<file path="src/rtl/axi_rd_arbiter_if.sv">
// One AXI-lite read channel (AR + R). The master modport is the side that issues
// addresses; the slave modport is the side that returns data.
interface axi_rd_arbiter_if #(
    parameter int ADDR_W = 32,
    parameter int DATA_W = 32
);
    logic              ar_valid;
    logic [ADDR_W-1:0] ar_addr;
    logic              ar_ready;
    logic              r_valid;
    logic [DATA_W-1:0] r_data;
    logic [1:0]        r_resp;
    logic              r_ready;

    modport master (
        output ar_valid, ar_addr, r_ready,
        input  ar_ready, r_valid, r_data, r_resp
    );

    modport slave (
        input  ar_valid, ar_addr, r_ready,
        output ar_ready, r_valid, r_data, r_resp
    );
endinterface

</file>
<file path="src/rtl/axi_rd_arbiter.sv">
// Two-master to one-slave AXI-lite read arbiter: one read in flight, round-robin
// between IFU (m0) and LSU (m1), responses steered back to the granted master.
//
// state | meaning
// IDLE  | no owner; pick a master from the pending AR valids
// ADDR  | forward granted master's AR to the slave until accepted
// DATA  | forward slave R to granted master until it takes the beat
module axi_rd_arbiter #(
    parameter int ADDR_W  = 32,
    parameter int DATA_W  = 32,
    parameter bit RR_INIT = 1'b1
) (
    input  logic                    clk_i,
    input  logic                    rst_i,
    axi_rd_arbiter_if.slave         m0,
    axi_rd_arbiter_if.slave         m1,
    axi_rd_arbiter_if.master        s,
    output logic [1:0]              grant_o,
    output logic                    busy_o
);

    typedef enum logic [2:0] {
        IDLE = 3'b001,
        ADDR = 3'b010,
        DATA = 3'b100
    } state_t;

    state_t            state;
    logic              sel;
    logic              last_grant;
    logic              win;
    logic              in_addr;
    logic              in_data;
    logic [ADDR_W-1:0] sel_addr;
    logic [DATA_W-1:0] r_data;
    logic [1:0]        r_resp;

    // On a tie the master that did not win last time gets the bus.
    assign win = (m0.ar_valid && m1.ar_valid) ? ~last_grant : m1.ar_valid;

    always_ff @(posedge clk_i) begin
        if (!rst_i) begin
            state      <= IDLE;
            sel        <= 1'b0;
            last_grant <= RR_INIT;
            grant_o    <= 2'b00;
            busy_o     <= 1'b0;
        end else begin
            case (state)
                IDLE: begin
                    if (m0.ar_valid || m1.ar_valid) begin
                        state   <= ADDR;
                        sel     <= win;
                        grant_o <= win ? 2'b10 : 2'b01;
                        busy_o  <= 1'b1;
                    end
                end
                ADDR: begin
                    if (s.ar_valid && s.ar_ready) begin
                        state <= DATA;
                    end
                end
                DATA: begin
                    if (s.r_valid && s.r_ready) begin
                        state      <= IDLE;
                        last_grant <= sel;
                        grant_o    <= 2'b00;
                        busy_o     <= 1'b0;
                    end
                end
                default: begin
                    state   <= IDLE;
                    grant_o <= 2'b00;
                    busy_o  <= 1'b0;
                end
            endcase
        end
    end

    assign in_addr = (state == ADDR);
    assign in_data = (state == DATA);

    assign sel_addr   = sel ? m1.ar_addr : m0.ar_addr;
    assign s.ar_addr  = sel_addr;
    assign s.ar_valid = in_addr && (sel ? m1.ar_valid : m0.ar_valid);
    assign m0.ar_ready = in_addr && !sel && s.ar_ready;
    assign m1.ar_ready = in_addr &&  sel && s.ar_ready;

    // Only valid is steered; data and response go to both masters as-is.
    assign s.r_ready  = in_data && (sel ? m1.r_ready : m0.r_ready);
    assign m0.r_valid = in_data && !sel && s.r_valid;
    assign m1.r_valid = in_data &&  sel && s.r_valid;

    assign r_data    = s.r_data;
    assign r_resp    = s.r_resp;
    assign m0.r_data = r_data;
    assign m1.r_data = r_data;
    assign m0.r_resp = r_resp;
    assign m1.r_resp = r_resp;

endmodule

</file>
<file path="src/flat_wrapper.sv">
// flat-port wrapper written by rule: the top's interface ports become plain ports
module axi_rd_arbiter_flat 
#(
    parameter int ADDR_W  = 32,
    parameter int DATA_W  = 32,
    parameter bit RR_INIT = 1'b1
)
  (clk_i, rst_i, grant_o, busy_o, m0_ar_valid, m0_ar_addr, m0_r_ready, m0_ar_ready, m0_r_valid, m0_r_data, m0_r_resp, m1_ar_valid, m1_ar_addr, m1_r_ready, m1_ar_ready, m1_r_valid, m1_r_data, m1_r_resp, s_ar_valid, s_ar_addr, s_r_ready, s_ar_ready, s_r_valid, s_r_data, s_r_resp);
  axi_rd_arbiter_if #(.ADDR_W(ADDR_W), .DATA_W(DATA_W)) m0_i ();
  axi_rd_arbiter_if #(.ADDR_W(ADDR_W), .DATA_W(DATA_W)) m1_i ();
  axi_rd_arbiter_if #(.ADDR_W(ADDR_W), .DATA_W(DATA_W)) s_i ();
  input  logic clk_i;
  input  logic rst_i;
  output logic [1:0] grant_o;
  output logic busy_o;
  input wire logic [$bits(m0_i.ar_valid)-1:0] m0_ar_valid;
  input wire logic [$bits(m0_i.ar_addr)-1:0] m0_ar_addr;
  input wire logic [$bits(m0_i.r_ready)-1:0] m0_r_ready;
  output wire logic [$bits(m0_i.ar_ready)-1:0] m0_ar_ready;
  output wire logic [$bits(m0_i.r_valid)-1:0] m0_r_valid;
  output wire logic [$bits(m0_i.r_data)-1:0] m0_r_data;
  output wire logic [$bits(m0_i.r_resp)-1:0] m0_r_resp;
  input wire logic [$bits(m1_i.ar_valid)-1:0] m1_ar_valid;
  input wire logic [$bits(m1_i.ar_addr)-1:0] m1_ar_addr;
  input wire logic [$bits(m1_i.r_ready)-1:0] m1_r_ready;
  output wire logic [$bits(m1_i.ar_ready)-1:0] m1_ar_ready;
  output wire logic [$bits(m1_i.r_valid)-1:0] m1_r_valid;
  output wire logic [$bits(m1_i.r_data)-1:0] m1_r_data;
  output wire logic [$bits(m1_i.r_resp)-1:0] m1_r_resp;
  output wire logic [$bits(s_i.ar_valid)-1:0] s_ar_valid;
  output wire logic [$bits(s_i.ar_addr)-1:0] s_ar_addr;
  output wire logic [$bits(s_i.r_ready)-1:0] s_r_ready;
  input wire logic [$bits(s_i.ar_ready)-1:0] s_ar_ready;
  input wire logic [$bits(s_i.r_valid)-1:0] s_r_valid;
  input wire logic [$bits(s_i.r_data)-1:0] s_r_data;
  input wire logic [$bits(s_i.r_resp)-1:0] s_r_resp;
  assign m0_i.ar_valid = m0_ar_valid;
  assign m0_i.ar_addr = m0_ar_addr;
  assign m0_i.r_ready = m0_r_ready;
  assign m0_ar_ready = m0_i.ar_ready;
  assign m0_r_valid = m0_i.r_valid;
  assign m0_r_data = m0_i.r_data;
  assign m0_r_resp = m0_i.r_resp;
  assign m1_i.ar_valid = m1_ar_valid;
  assign m1_i.ar_addr = m1_ar_addr;
  assign m1_i.r_ready = m1_r_ready;
  assign m1_ar_ready = m1_i.ar_ready;
  assign m1_r_valid = m1_i.r_valid;
  assign m1_r_data = m1_i.r_data;
  assign m1_r_resp = m1_i.r_resp;
  assign s_ar_valid = s_i.ar_valid;
  assign s_ar_addr = s_i.ar_addr;
  assign s_r_ready = s_i.r_ready;
  assign s_i.ar_ready = s_ar_ready;
  assign s_i.r_valid = s_r_valid;
  assign s_i.r_data = s_r_data;
  assign s_i.r_resp = s_r_resp;
  axi_rd_arbiter #(.ADDR_W(ADDR_W), .DATA_W(DATA_W), .RR_INIT(RR_INIT)) u_core (.clk_i(clk_i), .rst_i(rst_i), .m0(m0_i), .m1(m1_i), .s(s_i), .grant_o(grant_o), .busy_o(busy_o));
endmodule
</file>
<file path="config.mk">
export PLATFORM = sky130hd
export DESIGN_NAME = axi_rd_arbiter_flat
export DESIGN_NICKNAME = d
export VERILOG_FILES = /design/src/rtl/axi_rd_arbiter_if.sv /design/src/rtl/axi_rd_arbiter.sv /design/src/flat_wrapper.sv
export SDC_FILE = /design/constraint.sdc
export NUM_CORES = 1
export LEC_CHECK = 0
export ABC_AREA = 1
export BUFFER_PORTS_ARGS = -buffer_cell sky130_fd_sc_hd__buf_2
export CAP_MARGIN = 30
export CELL_PAD_IN_SITES_DETAIL_PLACEMENT = 1
export CELL_PAD_IN_SITES_GLOBAL_PLACEMENT = 1
export CORE_AREA = 2 2 93 95
export DETAILED_ROUTE_END_ITERATION = 7
export DIE_AREA = 0 0 95 97
export PLACE_DENSITY = 0.89
export SETUP_SLACK_MARGIN = 0.3
export SYNTH_ARGS = -nofsm -noshare
export SYNTH_HDL_FRONTEND = slang
export SYNTH_SLANG_ARGS = --single-unit
</file>
<file path="constraint.sdc">
create_clock -name clk_i -period 3.24 [get_ports clk_i]
set_input_delay 0.162 -clock clk_i [delete_from_list [all_inputs] [get_ports clk_i]]
set_output_delay 0.162 -clock clk_i [all_outputs]
set_load 0.01 [all_outputs]
</file>
==> results_dict.tcl <==
set metrics [dict create \
    cp_max_fo 38 \
    peakVddDrop_uv 174.3 \
    critPathRequiredTime_ns 3.08 \
    viasPerCell 3.982 \
    hold_violations 0 \
    power_leakage_nw 0.9682 \
    async_reset_ff_share_pct 0 \
    grt_max_degree 39 \
    yosysTopAreaCell "buf_4" \
    crit_type "flop to output port" \
    ys.flop_type "dfxtp_1" \
    cts_tree "yes" \
    grt_pass1_wl_mm 7.107 \
    cp-start-kind "flop" \
    cts_setup_buffers 0 \
    port_buffers 112 \
    avgSynthCellArea_um2 5.723 \
    gp_congestion 0.6687 \
    die-area_um2 9215 \
    final_area_um2 1550 \
    drcViolationCount 0 \
    num_vias 1525 \
    skew_ns 0.001255 \
    mostFrequentLayoutCell "buf_2" \
    grt_pass1_vias 1512 \
    final_cell_mix "buf_2, nand2_1, inv_1" \
    hold_ws_ns 0.1822 \
    dp_hpwl_mm 4.201 \
    status "finished clean" \
    dpl_cell_area_um2 1509 \
    clk_pin_slew_worst_paths_ns 0.04 \
    die_height_um 97 \
    diodes 0 \
    drt_iter0_markers 14 \
    cts_buffers 3 \
    rows 33 \
    worstMarginPinSlew_ns 0.5970 \
    hold_path_class "primary input to flop" \
    die_x_um 95 \
    synth_area_leaders "buf_4, nand2_1, dfxtp_1" \
    clock_latency_ns 0.24 \
    cts-root-buf "clkbuf_8" \
    hold_buffers 0 \
    setup-violations-final 0 \
    rsz0062_at_grt "false" \
    wl_per_cell_um 12.99 \
    totalWireLength_mm 4.977 \
    ys_warn_count 0 \
    drv_cap 0 \
    area_growth_pct 14.30 \
    ys_ff_latch 8 \
    nets 386 \
    arrival_ns 1.47 \
    period_share_pct 50.52 \
    cts-htree-levels 1 \
    synth_cells 237 \
    rrSetupSlack_ns 1.72 \
    cts_resized 0 \
    synth_edf_count 0 \
    ioPinCount 215 \
    fmaxAchievable_mhz 610.9 \
    clk_path_buf_depth 2 \
    grt_usage_pct 9.563 \
    yosysSeqAreaShare_pct 11.81 \
    total_power_w 0.0004644 \
    grt_overflow 0 \
    post-route-min-period_ns 1.637 \
    drt_pre_antenna_iters 4 \
    cp-end-kind "output port" \
    drive_gt1_share_pct 45.32 \
    initial_utilization_pct 16.67 \
    max_slew_margin_pct 60.14 \
    grt_antenna_before_repair 0 \
    power_density_nw_per_um2 299.6 \
    setup_tns_ns 0 \
    drt.antenna.violating_nets 0 \
    synth_cell_types 22 \
    core-area_um2 8134 \
    maxSlewViolCount 0 \
    synth_top_area_share_pct 37.64 \
    synth_area_um2 1356 \
    synth_nets 343 \
    cts.sink_count 8 \
]
-- logic make-up after synthesis --
family                 Yosys count  synth area share [%]
AOI/OAI and AO/OA               11                 5.996
buffers and inverters           88                 43.91
DFF                              8                 11.81
and+or+nand+nor                130                 38.28
-- registers in the layout, summed over array words and instances (netlist names) --
register and flops:
u_core.state 3, u_core.grant_o 2, u_core.busy_o 1, u_core.last_grant 1, u_core.sel 1
-- worst max-delay path, stage by stage, from the launching register on --
cell and delay (ns):
dfxtp_1 0.34, buf_4 0.38, nand2_1 0.18, a21oi_1 0.18, buf_2 0.15
-- cell usage after synthesis, types with 2 or more instances --
cell type / n
clkbuf_1: 3
nand2_2: 4
a21oi_1: 5
o21bai_1: 2
buf_2: 2
inv_1: 11
nand3_1: 6
inv_2: 2
nor3_1: 2
buf_4: 68
nor2_1: 10
nand2_1: 104
or2_1: 2
dfxtp_1: 8
-- metrics by stage --
step                setup WS [ns]  utilization [%]  std cells
floorplan                   2.145                -        237
global placement            1.827            18.55        380
detailed placement          1.716            18.55        380
CTS                         1.566            19.06        383
global route                1.499            19.06        383
finish                      1.603            19.06        383
-- per-layer routing --
metal | global-route usage (%) | vias to the layer above | wire, um
met5 | 0 | - | 0
met4 | 2.899 | 0 | 93
met3 | 2.336 | 10 | 553
met2 | 20.29 | 93 | 2782
met1 | 8.235 | 694 | 1548
li1 | - | 728 | -
-- path summary, 6_finish.rpt --
check / from / endpoint / cells after the start
min: rst_i / u_core.state[0] / 2
max reg2reg: u_core.sel / u_core.grant_o[1] / 8
max: u_core.sel / s_r_ready / 4
min reg2reg: u_core.grant_o[0] / u_core.grant_o[0] / 2
-- final cells by class --
type                       count  area (um2)
tap                          105       131.4
multi-input combinational    141       600.6
clock buffer                   3       41.29
fill                        1091        6584
timing repair buffer         113       568.0
sequential                     8       160.2
inverter                      13       48.80
-- where the power goes --
| group | leakage, nW | internal, W | switching, W |
|---|---|---|---|
| Combinational | 0.881 | 0.0000954 | 0.000128 |
| Sequential | 0.0658 | 0.000109 | 0.00000525 |
| Clock | 0.0216 | 0.0000811 | 0.0000460 |
| Total | 0.968 | 0.000285 | 0.000179 |
No activity file was read; power rests on OpenSTA's default activity.
